**config.mk**
```make
export PLATFORM = sky130hd
export DESIGN_NAME = regs_rvseed_mp
export DESIGN_NICKNAME = d
export VERILOG_FILES = /design/src/rtl/regs_rvseed_mp.sv
export SDC_FILE = /design/constraint.sdc
export NUM_CORES = 2
export LEC_CHECK = 0
export BUFFER_PORTS_ARGS = -buffer_cell sky130_fd_sc_hd__buf_2
export CAP_MARGIN = 20
export CORE_UTILIZATION = 60
export DETAILED_ROUTE_END_ITERATION = 6
export HOLD_SLACK_MARGIN = 0.05
export PLACE_DENSITY_LB_ADDON = 0.3
export SETUP_SLACK_MARGIN = 0.1
export SYNTH_ARGS = -nofsm -noshare
export SYNTH_HDL_FRONTEND = slang
export SYNTH_SLANG_ARGS = --single-unit
```
**constraint.sdc**
```tcl
create_clock -name clk_reg -period 3.5 [get_ports clk_reg]
set_input_delay 0.525 -clock clk_reg [delete_from_list [all_inputs] [get_ports clk_reg]]
set_output_delay 0.525 -clock clk_reg [all_outputs]
set_load 0.01 [all_outputs]
```
**src/rtl/regs_rvseed_mp.sv**
```systemverilog
// ============================================================================
// Module   : regs_rvseed_mp
// Brief    : Parametrised RVSEED integer register file with multiple
//            combinational read ports and a per-register pending-write
//            scoreboard (set at issue, cleared at writeback, flushable).
//            Optional macro REGS_RVSEED_BYPASS_EN enables same-cycle
//            write-to-read forwarding.
// Revision : 1.0 - initial release
// ============================================================================
`default_nettype none

module regs_rvseed_mp #(
   parameter int DATA_WIDTH = 32,
   parameter int REG_NUM    = 32,
   parameter int ADDR_WIDTH = 16,
   parameter int RD_PORTS   = 2,
   parameter int ZERO_REG   = 1
) (
   input  logic                           clk_reg,
   input  logic                           rst_reg_n,
   input  logic                           reg_wen,
   input  logic [ADDR_WIDTH-1:0]          reg_waddr,
   input  logic [DATA_WIDTH-1:0]          reg_wdata,
   input  logic                           iss_valid,
   input  logic [ADDR_WIDTH-1:0]          iss_waddr,
   input  logic                           flush,
   input  logic [RD_PORTS*ADDR_WIDTH-1:0] rd_raddr,
   output logic [RD_PORTS*DATA_WIDTH-1:0] rd_rdata,
   output logic [RD_PORTS-1:0]            rd_busy,
   output logic [REG_NUM-1:0]             busy_vec
);

   localparam int C_IDX_W = (REG_NUM > 1) ? $clog2(REG_NUM) : 1;

   // Word-aligned and inside the register window.
   function automatic logic addr_ok(input logic [ADDR_WIDTH-1:0] a);
      return (a[1:0] == 2'b00) && ((a >> 2) < ADDR_WIDTH'(REG_NUM));
   endfunction

   logic [DATA_WIDTH-1:0] w_reg_q [REG_NUM];

   logic               w_wr_ok;
   logic [C_IDX_W-1:0] w_wr_idx;
   logic               w_iss_ok;
   logic [C_IDX_W-1:0] w_iss_idx;

   // A hard-wired zero register is neither writable nor issuable.
   assign w_wr_idx  = reg_waddr[C_IDX_W+1:2];
   assign w_wr_ok   = reg_wen && addr_ok(reg_waddr) &&
                      !((ZERO_REG != 0) && (w_wr_idx == '0));
   assign w_iss_idx = iss_waddr[C_IDX_W+1:2];
   assign w_iss_ok  = iss_valid && addr_ok(iss_waddr) &&
                      !((ZERO_REG != 0) && (w_iss_idx == '0));

   // ------------------------------------------------------------------------
   // Storage and scoreboard, one slice per architectural register
   // ------------------------------------------------------------------------
   for (genvar i = 0; i < REG_NUM; i++) begin : g_reg
      if ((ZERO_REG != 0) && (i == 0)) begin : g_zero
         assign w_reg_q[i]  = '0;
         assign busy_vec[i] = 1'b0;
      end else begin : g_live
         logic [DATA_WIDTH-1:0] r_data;
         logic                  r_busy;
         logic                  w_wr_hit;
         logic                  w_iss_hit;

         assign w_wr_hit  = w_wr_ok  && (w_wr_idx  == C_IDX_W'(i));
         assign w_iss_hit = w_iss_ok && (w_iss_idx == C_IDX_W'(i));

         // Data register: writeback lands regardless of flush.
         always_ff @(posedge clk_reg or negedge rst_reg_n) begin
            if (!rst_reg_n)    r_data <= '0;
            else if (w_wr_hit) r_data <= reg_wdata;
         end

         // Busy bit: flush > issue (younger writer) > writeback clear > hold.
         always_ff @(posedge clk_reg or negedge rst_reg_n) begin
            if (!rst_reg_n)     r_busy <= 1'b0;
            else if (flush)     r_busy <= 1'b0;
            else if (w_iss_hit) r_busy <= 1'b1;
            else if (w_wr_hit)  r_busy <= 1'b0;
         end

         assign w_reg_q[i]  = r_data;
         assign busy_vec[i] = r_busy;
      end
   end

   // ------------------------------------------------------------------------
   // Independent combinational read ports
   // ------------------------------------------------------------------------
   for (genvar p = 0; p < RD_PORTS; p++) begin : g_rd
      logic [ADDR_WIDTH-1:0] w_ra;
      logic                  w_ok;
      logic [C_IDX_W-1:0]    w_idx;
      logic [DATA_WIDTH-1:0] w_data_st;
      logic                  w_busy_st;

      assign w_ra      = rd_raddr[p*ADDR_WIDTH +: ADDR_WIDTH];
      assign w_ok      = addr_ok(w_ra);
      assign w_idx     = w_ra[C_IDX_W+1:2];
      assign w_data_st = w_ok ? w_reg_q[w_idx]  : '0;
      assign w_busy_st = w_ok ? busy_vec[w_idx] : 1'b0;

`ifdef REGS_RVSEED_BYPASS_EN
      logic w_fwd;

      // w_wr_ok already excludes invalid and zero-register targets.
      assign w_fwd = w_wr_ok && (reg_waddr == w_ra);

      // Forwarded data is current, so it is busy only if re-issued now.
      assign rd_rdata[p*DATA_WIDTH +: DATA_WIDTH] = w_fwd ? reg_wdata : w_data_st;
      assign rd_busy[p] = w_fwd ? (w_iss_ok && (w_iss_idx == w_idx) && !flush)
                                : w_busy_st;
`else
      assign rd_rdata[p*DATA_WIDTH +: DATA_WIDTH] = w_data_st;
      assign rd_busy[p] = w_busy_st;
`endif
   end

endmodule

`default_nettype wire

```
Word-level counts from Yosys, hierarchy flattened
Cells that the tools add are included.
{"block": "word_totals", "mem_count": 0, "word_cells": 350, "regBits": 1023, "latch_bits": 0, "romBits": 0, "inputBits": 101, "mem_bits_rw": 0}
{"block": "op_classes", "bitwise": 2, "shifts": 0, "order_cmp": 8, "div_mod_pow": 0, "mux": 107, "addsub": 0, "n_reduce_logical": 109, "n_eq_ne": 62, "multipliers": 0}
{"cell": "32-bit binary-select mux with 5-bit select", "count": 2}
{"cell": "32-bit 2-to-1 mux", "count": 6}
{"cell": "5-bit equality test, second input constant", "count": 32}
{"cell": "1-bit 2-to-1 mux", "count": 97}
{"cell": "3-bit nonzero test", "count": 31}
{"cell": "5-bit by 4-bit equality test with 1-bit output, second input constant", "count": 16}
{"cell": "1-bit logical AND", "count": 70}
{"cell": "14-bit by 6-bit less-than comparator with 1-bit output, second input constant", "count": 4}
{"cell": "5-bit by 3-bit equality test with 1-bit output, second input constant", "count": 8}
{"cell": "5-bit by 2-bit equality test with 1-bit output, second input constant", "count": 4}
{"cell": "6-bit greater-or-equal comparator, second input constant", "count": 2}
{"cell": "5-bit by 6-bit less-than comparator with 1-bit output, second input constant", "count": 2}
{"cell": "5-bit NOT with 6-bit output", "count": 2}
{"cell": "1-bit binary-select mux with 5-bit select", "count": 2}
{"cell": "5-bit by 1-bit equality test with 1-bit output, second input constant", "count": 2}
{"cell": "5-bit zero test", "count": 2}
{"cell": "2-bit zero test", "count": 4}
{"cell": "1-bit zero test", "count": 2}

Longest topological paths before layout
{"block": "logic_depth", "word_depth": 8, "mapped_depth": 9}

Least setup slack after synthesis
No wires, ideal clock.
{"block": "synth_path", "path_kind": "input port to output port", "start": "input rd_raddr[18]", "end": "output rd_busy[1]", "arrival_time_ps": 2438, "n_path_buf": 6, "path_slack_ps": 537, "path_stages": 9, "required_ps": 2975, "cell_sequence": "buf_2 buf_2 buf_2 clkbuf_1 buf_2 mux2_2 a2bb2oi_1 o21ai_0 buf_4"}
{"block": "synth_between", "elab_chain_len": 3, "elab_cells_between_ends": 5, "cone_classes": "order compare (1); mux (3); reduce/logical (1)"}
{"element": "start: declaration", "line": "27", "source": "input logic [RD_PORTS*ADDR_WIDTH-1:0] rd_raddr,"}
{"element": "14-bit by 6-bit less-than comparator with 1-bit output / 1-bit binary-select mux with 5-bit select (equally long branches)", "line": "37, 104"}
{"element": "1-bit logical AND / 1-bit 2-to-1 mux (equally long branches)", "line": "37, 104"}
{"element": "1-bit 2-to-1 mux (*)", "line": "104", "source": "assign w_busy_st = w_ok ? busy_vec[w_idx] : 1'b0;"}
{"element": "end: declaration", "line": "29", "source": "output logic [RD_PORTS-1:0] rd_busy,"}
Mark *: on every way between the ends. The rest lies on a longest branch, timed or not. The select of a mux whose other input is x is not followed.

Worst setup path after layout
{"block": "layout_path", "start": "input rd_raddr[30]", "end": "output rd_rdata[54]"}
{"block": "layout_between", "elab_chain_len": 3}
{"element": "14-bit by 6-bit less-than comparator with 1-bit output", "line": "37", "source": "return (a[1:0] == 2'b00) && ((a >> 2) < ADDR_WIDTH'(REG_NUM));"}
{"element": "1-bit logical AND", "line": "37"}
{"element": "32-bit 2-to-1 mux", "line": "103", "source": "assign w_data_st = w_ok ? w_reg_q[w_idx] : '0;"}
{"element": "end: declaration", "line": "28", "source": "output logic [RD_PORTS*DATA_WIDTH-1:0] rd_rdata,"}
Every way passes these cells.

==> impl_metrics.csv <==
group,metric,value,unit
worst_hold_path,holdPathStages,4,
timing,tightest_slew,0.8529,ns
finish,seqCellArea,25600,um2
logic_synthesis,synth_largest_area_cell,"dfrtp_1",
drt,final_antenna_net_count,0,
global_route,grt_max_degree,95,
setup_path,crit_start,"rd_raddr[30]",
run_status,outcome,"completed",
power,power.density,407.8,nW/um2
cts,cts_root_buffer,"clkbuf_16",
global_route,gr-total-overflow,0,
logic_synthesis,avgSynthCellArea,14.35,um2
cts,cts_sinks,1023,
timing,skew,0,ns
setup_path,cp.required,2.97,ns
finish,final_util,68.12,%
setup_path,crit_path_end_kind,"output port",
setup_path,r2r-end,"g_reg[17].g_live.r_busy$_DFFE_PN0P_",
flow_run,drv_cap,0,
logic_synthesis,yosysUniqueCellTypes,55,
place,gp_congestion,0.8512,
setup_path,path_max_fanout,18,
finish,areaGrowthSynthToFinish,12.58,%
logic_synthesis,synth_area_leaders,"dfrtp_1, mux2_2, mux4_2",
die,die_y,306.0,um
global_route,grtUsageTotal,35.86,%
setup_path,worstReg2RegStart,"g_reg[17].g_live.r_busy$_DFFE_PN0P_",
timing,fin_tns_setup,0,ns
power,leakage,0.02948,uW
finish,final_layout_size_suffix_gt1_share,50.34,%
die,row_count,111,
cts,clkLatencyLatePin,0.67,ns
cts,cts_max_path_buffers,3,
finish,final_net_count,4009,
logic_synthesis,synthCells,3865,
logic_synthesis,synth_enable_flop_cells,0,
die,start_util,60.51,%
die,coreArea,91660,um2
setup_path,crit_end,"rd_rdata[54]",
logic_synthesis,synthDominantCellAreaShare,46.15,%
setup_path,path_cells,"buf_2 -> nor4_4 -> buf_4 -> nand4b_1 -> buf_12 -> buf_4 -> or4_1 -> o221ai_1 -> buf_2",
timing,finalSetupViolCount,0,
finish,fillers,6265,
global_route,grt_pass1_vias,38830,
power,vdd_drop_max,0.3738,mV
die,die-area,93660,um2
die,io_pins,199,
setup_path,slowest_delay,0.54,ns
logic_synthesis,synth_commonest_cells,"dfrtp_1, mux2_2, mux4_2",
worst_hold_path,worstHoldPathType,"in2reg",
timing,min_period,3.338,ns
drt,viasPerCell,7.198,
timing,finalMaxSlewViolations,0,
drt,firstDrtPassIters,6,
logic_synthesis,syn_area,55470,um2
place,place_hpwl,97780,um
logic_synthesis,synth_nets,3966,
setup_path,cpMaxStageDelayCell,"or4_1",
drt,drcViolationCount,0,
setup_path,reg2regPathDepth,2,
cts,cts_made_buffers,107,
logic_synthesis,synth-seq-area-share,46.15,%
setup_path,reg2reg_slack,2.59,ns
timing,rsz0062_at_grt,"yes",
global_route,grt_pass1_wl,250500,um
cts,tritoncts,"built",
place,port_buffers,197,
setup_path,crit_type,"in2out",
timing,fmax,0.2995,GHz
timing,relSlewSlack,43.14,%
logic_synthesis,synth.ff_latch_count,1023,
cts,htreeDepth,3,
setup_path,startpoint_type,"primary input",
logic_synthesis,yosysMostFrequentCell,"dfrtp_1",
timing,hold_viol_final,0,
drt,wl_per_cell,31.88,um
global_route,grt_antenna_before_repair,6,
cts,cts.reportedPaths.clkPinSlew,0.06,ns
drt,drt-total-wl,165200,um
logic_synthesis,synth_ff_type,"dfrtp_1",
drt,drtIter0Drc,3853,
logic_synthesis,async_reset_ff_share,100.0,%
setup_path,crit_arrival,2.81,ns
die,chipWidth,306.0,um
logic_synthesis,yosysWarnings,0,
timing,fin_crit_sh,95.38,%
drt,vias,37310,
finish,multi_input_area,27990,um2
worst max-delay path: cells and delay by family:
family                 cells  cell delay (ns)
buffers and inverters      5             0.99
AOI/OAI and AO/OA          1             0.12
and+or+nand+nor            3             1.15
cell usage in the layout, fill, tap and decap left out, types with 12 or more instances in the layout:
cell type  instances
nor2_4            12
clkinv_2          22
o41ai_1           13
o32ai_1           18
nand2b_1          73
o211ai_1          67
mux2_4            29
nand2_1           20
clkbuf_16        111
a22oi_1           66
nor2_1            36
o221ai_1          14
mux2_1            49
or4_1             22
o2111ai_1         67
a221oi_1          32
buf_12            83
buf_2            189
buf_4            114
mux2i_1          218
a2bb2oi_1         17
mux2_2           971
o22ai_1           32
nand4_1           38
inv_1             20
a21oi_1           68
clkbuf_1          19
dfrtp_1         1023
mux4_2           391
nor2b_1           15
clkbuf_8          26
registers in the layout, indices dropped and copies added (netlist names):
register and count:
g.g_live.r_data 992, g.g_live.r_busy 31
what timing repair did:
action,CTS,global route
hold endpoints to repair,36,0
gates resized for setup,2,2
hold buffers,1,0
endpoints found under the setup margin,2,3
setup buffers,0,1
pin swaps,0,1
kinds of logic (layout without fill, tap and decap cells):
group	count (synthesis)	in the layout	synth area share, %
other	1	3	0.006761
buffers and inverters	482	612	3.785
muxes	1658	1658	41.30
and+or+nand+nor	280	280	3.034
AOI/OAI and AO/OA	421	421	5.716
DFF	1023	1023	46.15
cell type report:
cell class	instances	area share (%)
multi-input cells	2360	44.83
flip-flops and latches	1023	41.00
repair buffers	395	5.741
clock buffers	155	5.114
well taps	1186	2.377
clock inverters	41	0.8055
inverters	21	0.1262
diodes	2	0.008015
power breakdown:
part	switching, uW	internal (uW)
Clock	4850	7110
Sequential	2.99	11800
Combinational	1140	529
Total	5990	19500
per-layer routing:
layer	share of wire [%]	up-vias	track usage, %	wire length, um
met5	0.020	-	0	33
li1	-	15120	-	-
met2	46	2051	55.13	76760
met1	39	19680	49.26	63920
met3	10	452	8.509	17220
met4	4.4	6	15.27	7284
per-stage QoR:
stage          hold slack (ns)  instance area, um2  setup slack [ns]  instances  power [uW]
3_5_place_dp            0.5006               58690          -0.01923       4983       13700
6_report                0.2271               62440            0.1615       5183       25460
5_1_grt                 0.2710               62440            0.1009       5181       26120
4_1_cts                 0.2019               62410            0.2313       5180       25550
3_3_place_gp            0.4922               58690          -0.06512       4983       13690
2_1_floorplan           0.2294               55470            0.5370       3865       12920
worst min-delay path by stage:
stage,slack [ns],endpoint,startpoint
after floorplan,0.23,g_reg[10].g_live.r_busy$_DFFE_PN0P_,rst_reg_n
after global placement,0.49,g_reg[14].g_live.r_data[18]$_DFFE_PN0P_,g_reg[14].g_live.r_data[18]$_DFFE_PN0P_
after detailed placement,0.50,g_reg[4].g_live.r_data[27]$_DFFE_PN0P_,g_reg[4].g_live.r_data[27]$_DFFE_PN0P_
after CTS,0.20,g_reg[18].g_live.r_busy$_DFFE_PN0P_,iss_waddr[4]
after global routing,0.27,g_reg[18].g_live.r_busy$_DFFE_PN0P_,iss_waddr[5]
final,0.23,g_reg[18].g_live.r_busy$_DFFE_PN0P_,iss_waddr[4]
No activity file was read; power rests on OpenSTA's default activity.
